<file path="src/rtl/lutram_fifo_ctrl.sv">
// lutram_fifo_ctrl
//
// Pointer, flag and output-stage controller for a 129-entry first-word-fall-
// through FIFO built from a bank of WIDTH RAM128X1D distributed-RAM cells.
// The RAM holds up to 128 words; a registered output stage holds one more.
//
// Ports
//   CLK          clock, all state on the rising edge (RAM bank shares it)
//   RST          synchronous active-high reset
//   S_DATA       write data              S_VALID  write request
//   S_READY      RAM has room (registered state only, no path from M_READY)
//   M_DATA       registered read data    M_VALID  M_DATA holds an entry
//   M_READY      consumer accepts M_DATA
//   RAM_WE       write enable to every RAM cell
//   RAM_A        write address           RAM_D    write data, bit i -> cell i
//   RAM_DPRA     read address            RAM_DPO  async read data from cells
//   COUNT        entries held (RAM + output register), 0..129
//   ALMOST_FULL  registered, COUNT >= AF_LEVEL
//   ALMOST_EMPTY registered, COUNT <= AE_LEVEL
module lutram_fifo_ctrl #(
  parameter int WIDTH    = 8,
  parameter int AF_LEVEL = 120,
  parameter int AE_LEVEL = 8
) (
  input  logic             CLK,
  input  logic             RST,
  input  logic [WIDTH-1:0] S_DATA,
  input  logic             S_VALID,
  output logic             S_READY,
  output logic [WIDTH-1:0] M_DATA,
  output logic             M_VALID,
  input  logic             M_READY,
  output logic             RAM_WE,
  output logic [6:0]       RAM_A,
  output logic [6:0]       RAM_DPRA,
  output logic [WIDTH-1:0] RAM_D,
  input  logic [WIDTH-1:0] RAM_DPO,
  output logic [7:0]       COUNT,
  output logic             ALMOST_FULL,
  output logic             ALMOST_EMPTY
);

  localparam logic [7:0] RAM_DEPTH = 8'd128;
  localparam logic [7:0] AF_LVL    = 8'(AF_LEVEL);
  localparam logic [7:0] AE_LVL    = 8'(AE_LEVEL);

  logic [6:0]       wr_ptr_q,   wr_ptr_d;
  logic [6:0]       rd_ptr_q,   rd_ptr_d;
  logic [7:0]       ram_cnt_q,  ram_cnt_d;
  logic             out_vld_q,  out_vld_d;
  logic [WIDTH-1:0] out_data_q, out_data_d;
  logic [7:0]       count_q,    count_d;
  logic             af_q,       af_d;
  logic             ae_q,       ae_d;

  logic             s_ready;
  logic             push;
  logic             load;

  always_comb begin
    // Gating with RST keeps the RAM untouched while reset is held.
    s_ready = ~RST & (ram_cnt_q != RAM_DEPTH);
    push    = S_VALID & s_ready;
    // Refill the output register whenever it is empty or being consumed.
    // load needs a word already in RAM, so a push is never bypassed and the
    // read never depends on the RAM's same-address write behaviour.
    load    = (ram_cnt_q != 8'd0) & (~out_vld_q | M_READY);

    wr_ptr_d  = push ? wr_ptr_q + 7'd1 : wr_ptr_q;
    rd_ptr_d  = load ? rd_ptr_q + 7'd1 : rd_ptr_q;
    ram_cnt_d = ram_cnt_q + {7'd0, push} - {7'd0, load};

    out_vld_d  = out_vld_q;
    out_data_d = out_data_q;
    if (load) begin
      out_vld_d  = 1'b1;
      out_data_d = RAM_DPO;
    end else if (M_READY) begin
      out_vld_d  = 1'b0;
    end

    // Flags derive from the next COUNT so all three move on the same edge.
    count_d = ram_cnt_d + {7'd0, out_vld_d};
    af_d    = (count_d >= AF_LVL);
    ae_d    = (count_d <= AE_LVL);
  end

  always_ff @(posedge CLK) begin
    if (RST) begin
      wr_ptr_q   <= '0;
      rd_ptr_q   <= '0;
      ram_cnt_q  <= '0;
      out_vld_q  <= 1'b0;
      out_data_q <= '0;
      count_q    <= '0;
      af_q       <= 1'b0;
      ae_q       <= 1'b1;
    end else begin
      wr_ptr_q   <= wr_ptr_d;
      rd_ptr_q   <= rd_ptr_d;
      ram_cnt_q  <= ram_cnt_d;
      out_vld_q  <= out_vld_d;
      out_data_q <= out_data_d;
      count_q    <= count_d;
      af_q       <= af_d;
      ae_q       <= ae_d;
    end
  end

  assign S_READY      = s_ready;
  assign RAM_WE       = push;
  assign RAM_A        = wr_ptr_q;
  assign RAM_D        = S_DATA;
  assign RAM_DPRA     = rd_ptr_q;
  assign M_DATA       = out_data_q;
  assign M_VALID      = out_vld_q;
  assign COUNT        = count_q;
  assign ALMOST_FULL  = af_q;
  assign ALMOST_EMPTY = ae_q;

endmodule

</file>
<file path="config.mk">
export PLATFORM = sky130hd
export DESIGN_NAME = lutram_fifo_ctrl
export DESIGN_NICKNAME = d
export VERILOG_FILES = /design/src/rtl/lutram_fifo_ctrl.sv
export SDC_FILE = /design/constraint.sdc
export NUM_CORES = 1
export LEC_CHECK = 0
export ABC_CLOCK_PERIOD_IN_PS = 5400
export CORE_UTILIZATION = 55
export CTS_CLUSTER_SIZE = 24
export DETAILED_ROUTE_END_ITERATION = 8
export DONT_BUFFER_PORTS = 1
export PLACE_DENSITY = 0.73
export REMOVE_ABC_BUFFERS = 1
export SYNTH_ARGS = -nofsm -noshare
export SYNTH_HDL_FRONTEND = slang
export SYNTH_SLANG_ARGS = --single-unit
</file>
<file path="constraint.sdc">
create_clock -name CLK -period 5.4 [get_ports CLK]
set_clock_uncertainty 0.1 [all_clocks]
set_input_delay 0.27 -clock CLK [delete_from_list [all_inputs] [get_ports CLK]]
set_output_delay 0.27 -clock CLK [all_outputs]
set_load 0.02 [all_outputs]
</file>
Yosys cells after proc, flatten, opt, wreduce, memory -nomap -nowiden. Cells that the tools add are included. Widths: inputs -> output; s select.

$add $sub $neg: 5. Magnitude comparators: 2. Equality and inequality tests: 1. Muxes and demuxes: 2. Bitwise operators: 6. Reduce and logical (&&, ||, !) cells: 1.

Operator list (number): $add 8x1->8 (2); $add 7x1->7 const B (2); $ge 8x7->1 const B (1); $le 8x4->1 const B (1); $ne 8x8->1 const B (1); $reduce_bool 8->1 (1); $sub 8x1->8 (1); $and 1x1->1 (3); $mux 1 (2); $not 1->1 (2); $or 1x1->1 (1).

Bits in registers: 41. Output and inout port bits: 43. Logic and storage cells: 25.

Logic depth before layout (Yosys ltp). Gate-level depths: netlist of run 1.

Depth in word-level cells: 7. Mapped depth: 17.

Worst setup path before layout of run 1. Ideal clock, no wire load.

Path type: register to register. From: reg ram_cnt_q[4]. To: reg ae_q, in the netlist ALMOST_EMPTY. Library setup time: 0.116 ns. Arrival time: 3.507 ns. Required time: 5.184 ns. Setup slack: 1.677 ns. Cell stages (with the launch flop): 18. Buffers on the path: 1. Cell sequence: dfxtp_1 > inv_1 > ha_1 > and4bb_2 > a21oi_1 > buf_2 > ha_1 > inv_1 > ha_1 > inv_1 > fa_1 > and2b_1 > o31ai_1 > xnor2_1 > nand3_2 > nor3b_2 > xnor2_1 > a41o_1.

Elaborated cells on any way between the ends: 10. Classes of those cells: add/sub (3); order compare (1); eq/ne (1); mux (1); bitwise (3); reduce/logical (1).

RTL lines: start: declaration (line 49) `logic [7:0] ram_cnt_q, ram_cnt_d;`; start signal: assignment (line 101) `ram_cnt_q <= ram_cnt_d;`; $reduce_bool 8->1 (*) (line 67) `load = (ram_cnt_q != 8'd0) & (~out_vld_q | M_READY);`; $and 1x1->1 (*) (line 67); named net load (line 58) `logic load;`; $sub 8x1->8 or $mux 1 (tied branches) (line 71, 75); $add 8x1->8 (*) (line 83) `count_d = ram_cnt_d + {7'd0, out_vld_d};`; $le 8x4->1 (*) (line 85) `ae_d = (count_d <= AE_LVL);`; end signal: assignment (line 97) `ae_q <= 1'b1;`; end signal: assignment (line 106) `ae_q <= ae_d;`; end: declaration (line 54) `logic ae_q, ae_d;`.

The timed path passes the listed nets; every way through them passes the cells marked *. A chain may end at the register's enable or synchronous reset.

Worst setup path in the final report of run 1.
From: reg ram_cnt_q[3]. To: reg ae_q, in the netlist ALMOST_EMPTY.

Longest elaborated chain between the ends: 7. Elaborated cells on any way between the ends: 10. Classes of those cells: add/sub (3); order compare (1); eq/ne (1); mux (1); bitwise (3); reduce/logical (1).

RTL lines: $ne 8x8->1 (line 62) `s_ready = ~RST & (ram_cnt_q != RAM_DEPTH);`; $and 1x1->1 (line 62); named net S_READY (line 29) `output logic S_READY,`; $and 1x1->1 (line 63) `push = S_VALID & s_ready;`; named net RAM_WE (line 33) `output logic RAM_WE,`; $add 8x1->8 (line 71) `ram_cnt_d = ram_cnt_q + {7'd0, push} - {7'd0, load};`; $sub 8x1->8 (line 71); $add 8x1->8 (line 83); $le 8x4->1 (line 85).

The timed path passes the listed nets, and every way through them passes these cells.

==> flow_summary.yaml, run 1 <==
cts:
  post_cts_buffers: 0
  clkTransAtPathRegs_ps: 80
  cts_resized: 0
  cts-root-buf: "clkbuf_8"
  clock_latency_ps: 290
  clock_path_buffers: 2
  clock_sinks: 41
  cts_buffers: 5
  hold_buffers: 1
  htreeDepth: 2
  cts_tree: "done"
die:
  die_h_microns: 62.9
  start_util: 0.593
  die_w_microns: 62.9
  dieArea_sq_um: 3960
  pin_count: 63
  rows: 21
  core-area_sq_um: 3440
placement:
  post-place-ws_ps: 1320
  dp_hpwl_microns: 2930
  portBuffers: 0
  gp_congestion: 0.841
setup_path:
  cp_max_fo: 8
  worstPathRequired_ps: 5490
  end_kind: "flop"
  r2r_cells: 15
  cp-start-kind: "flop"
  cp.arrival_ps: 4240
  criticalPathCategory: "flop to flop"
global_routing:
  overflow: 0
  antenna_found_initial: 0
  grt_usage: 0.216
  grt_max_degree: 41
  grt_pass1_vias: 1518
  grt_pass1_wl_microns: 6760
hold_path:
  hold_depth: 2
  hp-class: "input port to flop"
yosys:
  yosys.area_share.simple: 0.204
  synth.mux.area_fraction: 0.0540
  synth_top_family_by_area: "simple AND/OR/NAND/NOR gates"
  synth_common_cells: "dfxtp_1, nor2_1, ha_1"
  synthCells: 218
  synth-edff-count: 0
  synth-compound-area-share: 0.0681
  synth_top_area_frac: 0.402
  async_flop_share: 0
  avgSynthCellArea_sq_um: 9.36
  ys_seq_elements: 41
  synth_cell_types: 42
  ys_seq_area_frac: 0.402
  yosys.area_share.adder: 0.108
  synth_top_cell_by_area: "dfxtp_1"
  synth.area.top_cells: "dfxtp_1, ha_1, nor2_1, mux2i_1, xnor2_1"
  syn_area_sq_um: 2040
  synth_ff_type: "dfxtp_1"
  synthXorXnorAreaFrac: 0.0939
  yosys.cell_count.top_type: "dfxtp_1"
  yosysWarningCount: 0
routing:
  drtAntennaViolNets: 0
  drtIter0Drc: 39
  vias: 1466
  viasPerCell: 5.66
  wl_microns: 3980
  first_pass_iters: 4
  wl_per_cell_microns: 15.4
  post-route-drc-count: 0
timing:
  layout_setup_ws_ps: 1250
  fmax_mhz: 241
  final-setup-viol-count: 0
  worst_slew_pin_slew_ps: 519
  tns_ps: 0
  min_period_ps: 4150
  slew_viol_final: 0
  max-slew-margin-rel: 0.654
  timing.final.hold_violations: 0
  rsz0062_at_grt: "no"
  period_share: 0.768
layout:
  nNetsFinal: 249
  drive_gt1_frac: 0.0845
  area_growth_pct: 5.71
  antenna_cells: 0
pwr:
  p_leak_nw: 0.938
  vdd.ir_drop.worst_uv: 387
  p_per_area_nw_per_um2: 806
status:
  status: "finished clean"
flow_run:
  max-cap-violations: 0
## layout by cell type (no fill, tap or decap), types with 2 or more instances in the layout
| cell | n |
|---|---|
| a21oi_1 | 8 |
| and3_1 | 3 |
| clkbuf_8 | 6 |
| dfxtp_1 | 41 |
| ha_1 | 16 |
| inv_1 | 14 |
| mux2i_1 | 11 |
| nand2_1 | 9 |
| nand2b_1 | 5 |
| nand3_1 | 2 |
| nand3b_1 | 2 |
| nand4_1 | 4 |
| nor2_1 | 31 |
| nor2b_1 | 10 |
| nor3_1 | 2 |
| o21ai_0 | 3 |
| xnor2_1 | 10 |
| xor2_1 | 10 |
## metrics by stage
step / util / hold slack, ps / cells / instance area (sq um) / total power, mW
after floorplan: - / 239 / 203 / 1950 / 1.28
after global placement: 0.586 / 245 / 250 / 2020 / 1.42
after detailed placement: 0.586 / 248 / 250 / 2020 / 1.47
after CTS: 0.626 / 26.2 / 259 / 2160 / 1.74
after global routing: 0.626 / 30.5 / 259 / 2160 / 1.86
final: 0.626 / 29.2 / 259 / 2160 / 1.74
## sequential cells by signal, summed over array words and instances (netlist names)
signal	cells
COUNT	8
M_DATA	8
ram_cnt_q	8
RAM_A	7
RAM_DPRA	7
ALMOST_EMPTY	1
ALMOST_FULL	1
M_VALID	1
## worst max-delay path: stages (launching register included)
cell,delay (ps)
dfxtp_1,370
inv_1,80
ha_1,170
and4bb_2,230
a21oi_1,450
and2_1,470
ha_1,250
inv_1,60
fa_1,390
and2b_1,240
o31ai_1,80
xnor2_1,360
nand3_2,190
nor3b_2,220
xnor2_1,130
a41o_1,250
## cell families (layout without fill, tap and decap cells)
logic type | count (synthesis) | count (layout)
xor gates and xnor gates | 21 | 21
adders and majority gates | 17 | 17
muxes | 11 | 11
DFF | 41 | 41
buffers and inverters | 29 | 24
AOI/OAI and AO/OA | 21 | 21
and+or+nand+nor | 78 | 78
## per-layer routing
metal  vias up  global-route usage  routed length (microns)
met2        71               0.371                     1960
met3        12              0.0821                      300
met1       683               0.239                     1630
met4         0              0.0785                       89
met5         -                   0                        0
li1        700                   -                        -
## where the power goes
part / internal, mW / switching, mW / total (mW)
Sequential: 0.390 / 0.118 / 0.508
Clock: 0.150 / 0.104 / 0.255
Combinational: 0.413 / 0.563 / 0.976
Total: 0.953 / 0.785 / 1.74
## cell type report
cell class,count,area (sq um)
Fill cell,300,1290
Multi-Input combinational cell,148,1080
Sequential cell,41,821
Clock buffer,6,82.6
Tap cell,46,57.6
Inverter,14,52.6
Clock inverter,2,37.5
Timing Repair Buffer,2,27.5
## path summary, 6_finish.rpt
check               start            to  slack [ps]
max          ram_cnt_q[3]  ALMOST_EMPTY        1250
min            RAM_DPO[7]     M_DATA[7]          30
max reg2reg  ram_cnt_q[3]  ALMOST_EMPTY        1250
min reg2reg      RAM_A[5]      RAM_A[5]         510
(Power assumes the default switching activity.)
==> run 2: changes to the inputs <==
--- a/config.mk
+++ b/config.mk
@@ -5,7 +5,8 @@
 export SDC_FILE = /design/constraint.sdc
 export NUM_CORES = 1
 export LEC_CHECK = 0
-export ABC_CLOCK_PERIOD_IN_PS = 5400
+export ABC_AREA = 1
+export ABC_CLOCK_PERIOD_IN_PS = 4300
 export CORE_UTILIZATION = 55
 export CTS_CLUSTER_SIZE = 24
 export DETAILED_ROUTE_END_ITERATION = 8
==> constraint.sdc (replaced) <==
create_clock -name CLK -period 4.3 [get_ports CLK]
set_clock_uncertainty 0.1 [all_clocks]
set_input_delay 0.215 -clock CLK [delete_from_list [all_inputs] [get_ports CLK]]
set_output_delay 0.215 -clock CLK [all_outputs]
set_load 0.02 [all_outputs]
==> run 2 against run 1 <==
Net effect: cell count grew 40%; combinational power rose by 34%; sequential share of layout area is 3.6 points lower; synthesized area rose by 9.0%; sequential power is 26% higher; sequential cell count stayed put; via count grew 28%.
==> flow_summary.yaml, run 2 <==
pwr:
  p_per_area_nw_per_um2: 939
  vdd.ir_drop.worst_uv: 513
  p_leak_nw: 1.16
layout:
  register_area_sq_um: 821
  stdcell_count: 363
  drive_gt1_frac: 0.0984
  multiInputGateArea_sq_um: 1120
  most-common-layout-cells: "inv_1, nand2_1, nor2_1"
  antenna_cells: 0
  fill_cells: 341
  area_growth_pct: 7.20
  nNetsFinal: 351
global_routing:
  grt_usage: 0.237
  antenna_found_initial: 0
  grt_max_degree: 22
  overflow: 0
  grt_pass1_wl_microns: 7780
  grt_pass1_vias: 1834
flow_run:
  max-cap-violations: 0
timing:
  rsz0062_at_grt: "no"
  worst_slew_pin_slew_ps: 790
  layout_setup_ws_ps: 570
  tns_ps: 0
  fmax_mhz: 268
  fin_hold_ws_ps: 15.3
  min_period_ps: 3730
  period_share: 0.867
  final-setup-viol-count: 0
  slew_viol_final: 0
  max-slew-margin-rel: 0.471
  timing.final.hold_violations: 0
die:
  core-area_sq_um: 3770
  dieArea_sq_um: 4300
  pin_count: 63
  die_w_microns: 65.6
  die_h_microns: 65.6
  start_util: 0.590
  rows: 22
cts:
  cts_buffers: 5
  cts_resized: 0
  clock_path_buffers: 2
  clock_latency_ps: 290
  cts_tree: "done"
  clkTransAtPathRegs_ps: 80
  cts-root-buf: "clkbuf_8"
  clock_sinks: 41
  htreeDepth: 2
yosys:
  async_flop_share: 0
  syn_area_sq_um: 2220
  ys_seq_area_frac: 0.369
  synth_cell_types: 28
  synth_common_cells: "inv_1, nand2_1, nor2_1"
  yosysWarningCount: 0
  synth-edff-count: 0
  avgSynthCellArea_sq_um: 7.10
  ys_seq_elements: 41
  synthCells: 313
  synth_top_area_frac: 0.369
  synth.area.top_cells: "dfxtp_1, ha_1, inv_1, nand2_1, nor2_1"
  synth_top_cell_by_area: "dfxtp_1"
  synth_ff_type: "dfxtp_1"
hold_path:
  holdCritStartpoint: "RAM_DPO[7]"
  hp-class: "input port to flop"
  hold_depth: 2
  hold_path_end: "M_DATA[7]"
routing:
  post-route-drc-count: 0
  vias: 1871
  first_pass_iters: 4
  viasPerCell: 5.15
  drtAntennaViolNets: 0
  drtIter0Drc: 87
  wl_microns: 4610
  wl_per_cell_microns: 12.7
setup_path:
  reg2reg_from: "ram_cnt_q[2]"
  rrSetupSlack_ps: 570
  criticalPathCategory: "flop to flop"
  cp-start-kind: "flop"
  cp_max_fo: 16
  cp.arrival_ps: 3870
  worstPathRequired_ps: 4450
  r2r_cells: 24
  end_kind: "flop"
  r2r-end: "ALMOST_FULL"
placement:
  gp_congestion: 0.807
  post-place-ws_ps: 624
  portBuffers: 0
  placed_cells: 347
  dp_hpwl_microns: 3480
status:
  status: "finished clean"
[run 2: critical path: stages, from the launching register on]
cell and delay [ps]:
dfxtp_1 350, inv_1 70, ha_1 190, nand2_1 70, nor2_1 50, nand3_1 100
nand2_1 190, inv_1 410, ha_1 310, inv_1 50, ha_1 170, inv_1 60
fa_1 460, inv_1 110, ha_1 190, inv_1 90, nor2_4 120, nand3_2 90
nor2_2 100, nand2_1 70, nand2_1 70, nand2_2 70, nor2_2 100, nand2_1 50
nand2_1 40
[run 2: kinds of logic after synthesis]
logic type	share of synthesized area
compound gates	0.0754
fa+ha+maj	0.0990
simple gates	0.326
buf+inv	0.126
flops	0.369
xor+xnor	0.00394
[run 2: final cells by class]
type	count	share of cell area
clock buffer	7	0.0404
clock inverter	1	0.00367
inverter	52	0.0819
multi-input combinational	206	0.471
sequential	41	0.344
tap	48	0.0252
timing repair buffer	8	0.0336
[run 2: routing by layer]
| layer | track usage | up-vias | part of all wire |
|---|---|---|---|
| met5 | 0 | - | 0 |
| met4 | 0.0679 | 0 | 0.0085 |
| met2 | 0.387 | 69 | 0.45 |
| li1 | - | 971 | - |
| met3 | 0.0885 | 4 | 0.082 |
| met1 | 0.290 | 827 | 0.46 |
[run 2: stage by stage]
stage	area, sq um	util	total power, mW
4_1_cts	2380	0.632	2.24
3_3_place_gp	2200	0.583	1.91
5_1_grt	2380	0.632	2.48
2_1_floorplan	2140	-	1.68
3_5_place_dp	2200	0.583	1.93
6_report	2380	0.632	2.24
[run 2: where the power goes]
part	internal (mW)	leakage [nW]	switching, mW
Sequential	0.490	0.339	0.147
Clock	0.148	0.0549	0.140
Combinational	0.442	0.769	0.871
Total	1.08	1.16	1.16
[run 2: worst max path at each step]
stage / start / end / slack, ps
finish: ram_cnt_q[2] / ALMOST_FULL / 570
global route: ram_cnt_q[2] / ALMOST_FULL / 210
CTS: ram_cnt_q[2] / ALMOST_FULL / 600
detailed placement: ram_cnt_q[3] / ALMOST_FULL / 620
global placement: ram_cnt_q[2] / ALMOST_FULL / 760
floorplan: ram_cnt_q[2] / ALMOST_EMPTY / 1060
[run 2: what timing repair did]
item,CTS,global route
hold buffers,8,0
buffers inserted,0,0
hold endpoints to repair,28,0
